File: config.mk
export PLATFORM = sky130hd
export DESIGN_NAME = bitmap_addr_gen
export DESIGN_NICKNAME = d
export VERILOG_FILES = /design/src/rtl/bitmap_pkg.sv /design/src/rtl/bitmap_axis_counter.sv /design/src/rtl/bitmap_addr_gen.sv
export SDC_FILE = /design/constraint.sdc
export NUM_CORES = 1
export LEC_CHECK = 0
export ABC_AREA = 1
export BUFFER_PORTS_ARGS = -buffer_cell sky130_fd_sc_hd__buf_4
export CAP_MARGIN = 20
export CORE_ASPECT_RATIO = 1.1
export CORE_MARGIN = 2
export CORE_UTILIZATION = 45
export DETAILED_ROUTE_END_ITERATION = 12
export PLACE_DENSITY = 0.74
export SYNTH_ARGS = -nofsm -noshare
export SYNTH_HDL_FRONTEND = slang
export SYNTH_SLANG_ARGS = --single-unit
File: constraint.sdc
create_clock -name clk -period 3.5 [get_ports clk]
set_input_delay 0.35 -clock clk [delete_from_list [all_inputs] [get_ports clk]]
set_output_delay 0.35 -clock clk [all_outputs]
set_load 0.005 [all_outputs]
File: src/rtl/bitmap_pkg.sv
// Shared types and constants for the bitmap DRAM address generator.
// Optional feature macro: BITMAP_WRAP_FLAG_EN (sticky per-axis wrap flags).
package bitmap_pkg;

  localparam int unsigned XW_DEF = 8;
  localparam int unsigned YW_DEF = 8;

  // Bit positions within the control register written through BD.
  localparam int unsigned CTL_AX   = 0;
  localparam int unsigned CTL_AY   = 1;
  localparam int unsigned CTL_XDEC = 2;
  localparam int unsigned CTL_YDEC = 3;

  typedef enum logic [1:0] {
    StIdle,
    StWait,
    StHold
  } bm_state_e;

endpackage

File: src/rtl/bitmap_axis_counter.sv
// One pixel-pointer axis: CPU load, post-step up/down modulo 2**W, wrap pulse.
module bitmap_axis_counter #(
  parameter int unsigned W = 8
) (
  input  logic         clk_i,
  input  logic         rst_ni,
  input  logic         load_i,
  input  logic [W-1:0] load_val_i,
  input  logic         step_i,
  input  logic         dec_i,
  output logic [W-1:0] cnt_o,
  output logic         wrap_o
);

  logic [W-1:0] cnt_d, cnt_q;

  // A CPU load overrides a coincident step, so it never reports a wrap.
  always_comb begin
    cnt_d  = cnt_q;
    wrap_o = 1'b0;
    if (load_i) begin
      cnt_d = load_val_i;
    end else if (step_i) begin
      if (dec_i) begin
        cnt_d  = cnt_q - W'(1);
        wrap_o = (cnt_q == '0);
      end else begin
        cnt_d  = cnt_q + W'(1);
        wrap_o = &cnt_q;
      end
    end
  end

  always_ff @(posedge clk_i or negedge rst_ni) begin
    if (!rst_ni) begin
      cnt_q <= '0;
    end else begin
      cnt_q <= cnt_d;
    end
  end

  assign cnt_o = cnt_q;

endmodule

File: src/rtl/bitmap_addr_gen.sv
// Bitmap DRAM port initiator: X/Y pointer, address mux, one post-step per access.
// Define BITMAP_WRAP_FLAG_EN to add the sticky XWRAP/YWRAP outputs.
module bitmap_addr_gen
  import bitmap_pkg::*;
#(
  parameter int unsigned XW = XW_DEF,
  parameter int unsigned YW = YW_DEF
) (
  input  logic               clk,
  input  logic               reset_n,
  input  logic               ce2Hd3,
  input  logic [14:0]        AB,
  input  logic [7:0]         BD,
  input  logic               XA_WEn,
  input  logic               YA_WEn,
  input  logic               CTL_WEn,
  input  logic               BITMDn,
  output logic [XW+YW-2:0]   DRBA,
  output logic               PIXA,
  output logic [XW-1:0]      XA_q,
  output logic [YW-1:0]      YA_q
`ifdef BITMAP_WRAP_FLAG_EN
  ,
  output logic               XWRAP,
  output logic               YWRAP
`endif
);

  bm_state_e  state_q;
  logic [3:0] ctl_d, ctl_q;
  logic       step;
  logic       x_wrap, y_wrap;

  // Step on the edge that ends the ce2Hd3 cycle, so the write commits pre-step.
  assign step = (state_q == StWait) && ce2Hd3 && !BITMDn;

  always_ff @(posedge clk or negedge reset_n) begin
    if (!reset_n) begin
      state_q <= StIdle;
    end else begin
      unique case (state_q)
        StIdle:  if (!BITMDn) state_q <= StWait;
        StWait: begin
          if (BITMDn)      state_q <= StIdle;
          else if (ce2Hd3) state_q <= StHold;
        end
        StHold:  if (BITMDn) state_q <= StIdle;
        default: state_q <= StIdle;
      endcase
    end
  end

  always_comb begin
    ctl_d = ctl_q;
    if (!CTL_WEn) ctl_d = BD[3:0];
  end

  always_ff @(posedge clk or negedge reset_n) begin
    if (!reset_n) begin
      ctl_q <= '0;
    end else begin
      ctl_q <= ctl_d;
    end
  end

  bitmap_axis_counter #(
    .W (XW)
  ) u_x_axis (
    .clk_i      (clk),
    .rst_ni     (reset_n),
    .load_i     (!XA_WEn),
    .load_val_i (XW'(BD)),
    .step_i     (step && ctl_q[CTL_AX]),
    .dec_i      (ctl_q[CTL_XDEC]),
    .cnt_o      (XA_q),
    .wrap_o     (x_wrap)
  );

  bitmap_axis_counter #(
    .W (YW)
  ) u_y_axis (
    .clk_i      (clk),
    .rst_ni     (reset_n),
    .load_i     (!YA_WEn),
    .load_val_i (YW'(BD)),
    .step_i     (step && ctl_q[CTL_AY]),
    .dec_i      (ctl_q[CTL_YDEC]),
    .cnt_o      (YA_q),
    .wrap_o     (y_wrap)
  );

  assign DRBA = BITMDn ? AB : {YA_q, XA_q[XW-1:1]};
  assign PIXA = XA_q[0];

`ifdef BITMAP_WRAP_FLAG_EN
  logic xwrap_d, xwrap_q, ywrap_d, ywrap_q;

  // A control write clears the flags even if a wrap lands on the same edge.
  always_comb begin
    xwrap_d = xwrap_q | x_wrap;
    ywrap_d = ywrap_q | y_wrap;
    if (!CTL_WEn) begin
      xwrap_d = 1'b0;
      ywrap_d = 1'b0;
    end
  end

  always_ff @(posedge clk or negedge reset_n) begin
    if (!reset_n) begin
      xwrap_q <= 1'b0;
      ywrap_q <= 1'b0;
    end else begin
      xwrap_q <= xwrap_d;
      ywrap_q <= ywrap_d;
    end
  end

  assign XWRAP = xwrap_q;
  assign YWRAP = ywrap_q;
`else
  logic unused_wrap;
  assign unused_wrap = x_wrap ^ y_wrap;
`endif

endmodule

# Word-level counts from Yosys, hierarchy flattened
# Cells that the tools add are included.
# totals
ff_bits	22
in_bits	30
output_inout_bits	32
wordCells	34
# classes
add_sub_neg	4
n_eq_ne	7
mux	12
reduce_logical	7
# ops
operator	n
8-bit two-way mux	6
8-bit by 1-bit adder with 8-bit output, second input constant	2
8-bit by 1-bit subtractor with 8-bit output, second input constant	2
15-bit two-way mux	1
2-bit two-way mux	4
2-bit case mux with 3 select lines	1
1-bit logical AND	4
2-bit by 1-bit inequality test with 1-bit output, second input constant	2
2-bit inequality test, second input constant	2
3-bit inequality test, second input constant	1
3-bit AND reduction	1
2-bit by 1-bit == test with 1-bit output, second input constant	1
2-bit == test, second input constant	1
2-bit zero test	1
1-bit zero test	1

# Logic depth before layout (Yosys ltp)
# logic_depth
word_depth	6
depth_mapped	10
depth_no_buf	10

# By module
# A second synthesis with hierarchy kept.
# unflattened
hier_cells	292
area_unflattened_um2	2089.5
# by_module_without_submodules
mod	n_inst	cells_per_inst	area_per_inst_um2	seq_area_each_um2
bitmap_axis_counter	2	105	799.5	200.2
bitmap_addr_gen	1	82	490.5	150.1

# Worst setup path after synthesis
# No wires, ideal clock.
# synth_path
kind	flip-flop to flip-flop
startpoint	reg ctl_q[3]
endpoint	reg u_y_axis.cnt_q[6], in the netlist u_y_axis.cnt_o[6]
setup_ns	0.116
t_arrival_ns	1.379
required_time_ns	3.384
setup_slack_ns	2.005
path_stages_with_launch	11
path_buffers	0
synth_period_minus_slack_ns	1.495
cell_sequence	dfrtp_1 -> inv_1 -> fa_1 -> inv_1 -> nand2_1 -> nand2_1 -> nand3_1 -> nand2_1 -> nand2_1 -> nand3_1 -> nand2_1
# synth_via
elab_chain_cells	3
# synth_rtl
element	line_no	rtl
from (decl)	bitmap_addr_gen.sv:30	logic [3:0] ctl_d, ctl_q;
from (signal assigned)	bitmap_addr_gen.sv:62	ctl_q <= ctl_d;
8-bit two-way mux	bitmap_axis_counter.sv:24	if (dec_i) begin
8-bit two-way mux	bitmap_axis_counter.sv:23	end else if (step_i) begin
8-bit two-way mux	bitmap_axis_counter.sv:21	if (load_i) begin
to (signal assigned)	bitmap_axis_counter.sv:38	cnt_q <= cnt_d;
to (decl)	bitmap_axis_counter.sv:15	logic [W-1:0] cnt_d, cnt_q;
# No other way between the ends. The select of a mux whose other input is x is not followed.
# A chain may end at the register's enable or synchronous reset.

# Worst setup path after layout
# Same ends and word-level chain as after synthesis.

==> run metrics <==
Cells after Synth=270; logic gate share of total power=42.7%; Post-layout nets=377; CTS Root Cell=clkbuf_8; Max Slew Vio Count=0; Sw Ratio=35.64%; Reg clk slew, reported paths=80 ps; Overall Global Routing Usage=20.72%; Slew Limit Headroom=73.26%; Pwr Total=0.8666 mW; total CTS buffers=3; reg2reg setup slack=1800 ps; part of the power in registers=36.3%; drt wl/cell=11.58 microns; TritonRoute pass-1 iters=4; vias in the first global route=1734; peak supply drop=0.2173 mV; RSZ-0062 raised after global routing=false; Place WS=1805 ps; Least-Margin Pin Slew=400.6 ps; synthesis-stage register bit count=22; complex-gate fraction of the synthesized area=9.867%; HPWL after DPL=3.585 mm; Synth Warn #=0; GRT overflow=0; largest net degree at the start of global routing=28; power per standard cell area=355.4 nW/um^2; Clk pwr share=21.0%; Reg2Reg Depth=10; largest family of logic cells by synthesized area=simple AND/OR/NAND/NOR gates; clock latency on the worst-skew pair=260 ps; Max FO, Critical Path=8; sequential fraction of the synthesis area=29.33%; Area Overhead vs Synth=29.93%; met3 usage=3.454%; Max Cap Viol=0; startpoint type of the worst setup path=flop; Synth Area in Adders=10.13%; Placement Cell Area=2374 sq um; Leak=1.387 nW; CORE AREA=3994 sq um; drt via density=4.896; DRC violations left=0; Setup CP Type=flop to flop; met2 usage=34.69%; Synth Area in XOR/XNOR=1.400%; synth unique cells=26; Req. time, crit path=3660 ps; outcome=completed; Final setup viols=0; PortBufs=61; minimum clock period=1695 ps; final hold vios=0; gr busiest metal=met2; top-level I/O count=62; Die Height=71.74 microns; worst flop-to-flop path startpoint=ctl_q[3]$_DFFE_PN0N_; postcts setup bufs=0; internal power=0.5577 mW; initial antenna violation count=0; # diodes=0; Hold WC Path Type=input port to flop; Syn Nets=314; Final period util=48.44%; Core Util, Final=61.06%; number of clock sinks=22; num rows=24; Antenna Nets Post-Route=0; post-synthesis mux area share=1.200%; clk_skew=1.182 ps; synthesized area per cell=6.951 sq um; setup_tns=0 ps; # fillers=386; Fmax=589.9 MHz; drt total wl=4.447 mm; r2r endpoint=u_y_axis.cnt_o[6]$_DFFE_PN0P_; GP Congestion=0.8647; via count=1880; share of cells above drive strength 1=25.00%; CP Capture Type=flop; Setup crit end=u_y_axis.cnt_o[6]$_DFFE_PN0P_; setup ws final=1805 ps; crit path from=ctl_q[3]$_DFFE_PN0N_; post-layout instance area=2439 sq um; Starting Density=46.99%; clk buf depth=2; GR met1 Demand/Resource=27.94%; net switching power=0.3089 mW; area share of and/or/nand/nor cells after synthesis=37.87%; CTS tree=yes; Synth Cell Area=1877 sq um; CTS H-tree depth=1; initial drt markers=56; total die area=4704 sq um; die width=65.58 microns; first-pass GRT wire length=7.645 mm; Critical Path AT=1850 ps
## cell families (layout without fill, tap and decap cells)
kind of cell	count (synthesis)	count (layout)
XOR/XNOR	3	3
buffers and inverters	48	110
AO/OA/AOI/OAI	31	31
flip-flops	22	22
multiplexers	2	2
adder cells (fa/ha/maj)	14	14
AND/OR/NAND/NOR	150	150
## sequential cells by signal, summed over array words and instances, names as in the netlist
name / flops
ctl_q: 4
state_q: 2
u_y_axis.cnt_o: 8
u_x_axis.cnt_o: 8
## per-layer routing
metal	wire length, microns	up-vias	share of wire (%)
li1	-	983	-
met1	2055	837	46
met2	2106	56	47
met3	250	4	5.6
met4	34	0	0.76
met5	0	-	0
## worst min-delay path by stage
stage,startpoint,end,slack (ps),cells past startpoint
after global placement,reset_n,state_q[1]$_DFFE_PN0P_,260,1
final,BD[4],u_x_axis.cnt_o[4]$_DFFE_PN0P_,320,3
after global routing,BD[2],u_x_axis.cnt_o[2]$_DFFE_PN0P_,330,3
after detailed placement,reset_n,state_q[0]$_DFFE_PN0P_,260,1
after floorplan,reset_n,ctl_q[0]$_DFFE_PN0N_,50,0
after CTS,BD[4],u_x_axis.cnt_o[4]$_DFFE_PN0P_,320,3
## final cells by class
cell class / count / area, sq um / area share, %
flip-flops and latches: 22 / 550.5 / 22.58
inverters: 44 / 165.2 / 6.773
clock buffers: 4 / 55.05 / 2.258
well taps: 52 / 65.06 / 2.668
repair buffers: 62 / 467.9 / 19.19
multi-input cells: 200 / 1135 / 46.54
## repair_timing
| item | CTS | global route |
|---|---|---|
| resized for setup | 0 | 0 |
| endpoints found under the hold margin | 22 | 0 |
| hold buffers | 1 | 0 |
## cells in the final DEF, fill, tap and decap left out, drive strengths merged
cell,n
fa,2
or2,5
a32o,1
nor2,12
nand3,30
inv,44
dlygate4sd3,1
a21o,4
nand3b,2
ha,12
mux2,2
o21ai,16
nand2,99
dfrtp,22
clkbuf,4
a21oi,6
o211ai,4
xor2,3
nand4,2
buf,61
## critical path, stage by stage, from the launching register on
cell and delay [ps]:
dfrtp_1 510, inv_1 110, fa_1 420, inv_1 70, nand2_1 50, nand2_1 90, nand3_1 110, nand2_1 70
nand2_1 40, nand3_1 60, nand2_1 50
## metrics by stage
stage,std cells,hold slack [ps]
3_5_place_dp,379,260.8
2_1_floorplan,270,54.41
6_report,384,319.7
5_1_grt,384,332.9
4_1_cts,384,318.6
3_3_place_gp,379,258.3
## power groups by stage
stage,combinational (mW),clock [mW],sequential (mW)
finish,0.370,0.182,0.315
CTS,0.374,0.187,0.316
floorplan,0.236,0,0.315
detailed placement,0.370,0,0.321
global route,0.427,0.197,0.320
global placement,0.363,0,0.320
## cells in the mapped netlist
master | instances | area (sq um)
clkbuf_1 | 2 | 7.510
or2_2 | 5 | 31.28
xor2_1 | 3 | 26.28
a32o_1 | 1 | 10.01
o21ai_0 | 14 | 70.07
inv_2 | 3 | 11.26
buf_6 | 1 | 11.26
buf_4 | 1 | 7.510
nand4_4 | 2 | 42.54
nor2_4 | 1 | 11.26
a21o_1 | 4 | 30.03
fa_1 | 2 | 40.04
dfrtp_1 | 22 | 550.5
nand3_1 | 30 | 150.1
nor2_1 | 9 | 33.78
ha_1 | 12 | 150.1
a21oi_1 | 6 | 30.03
nand2_4 | 2 | 22.52
nor2_8 | 2 | 40.04
o211ai_1 | 3 | 22.52
nand3b_1 | 2 | 15.01
o21ai_1 | 2 | 10.01
nand2_1 | 97 | 364.1
mux2_2 | 2 | 22.52
o211ai_2 | 1 | 12.51
inv_1 | 41 | 153.9
Power figures use the tool's default switching activity.
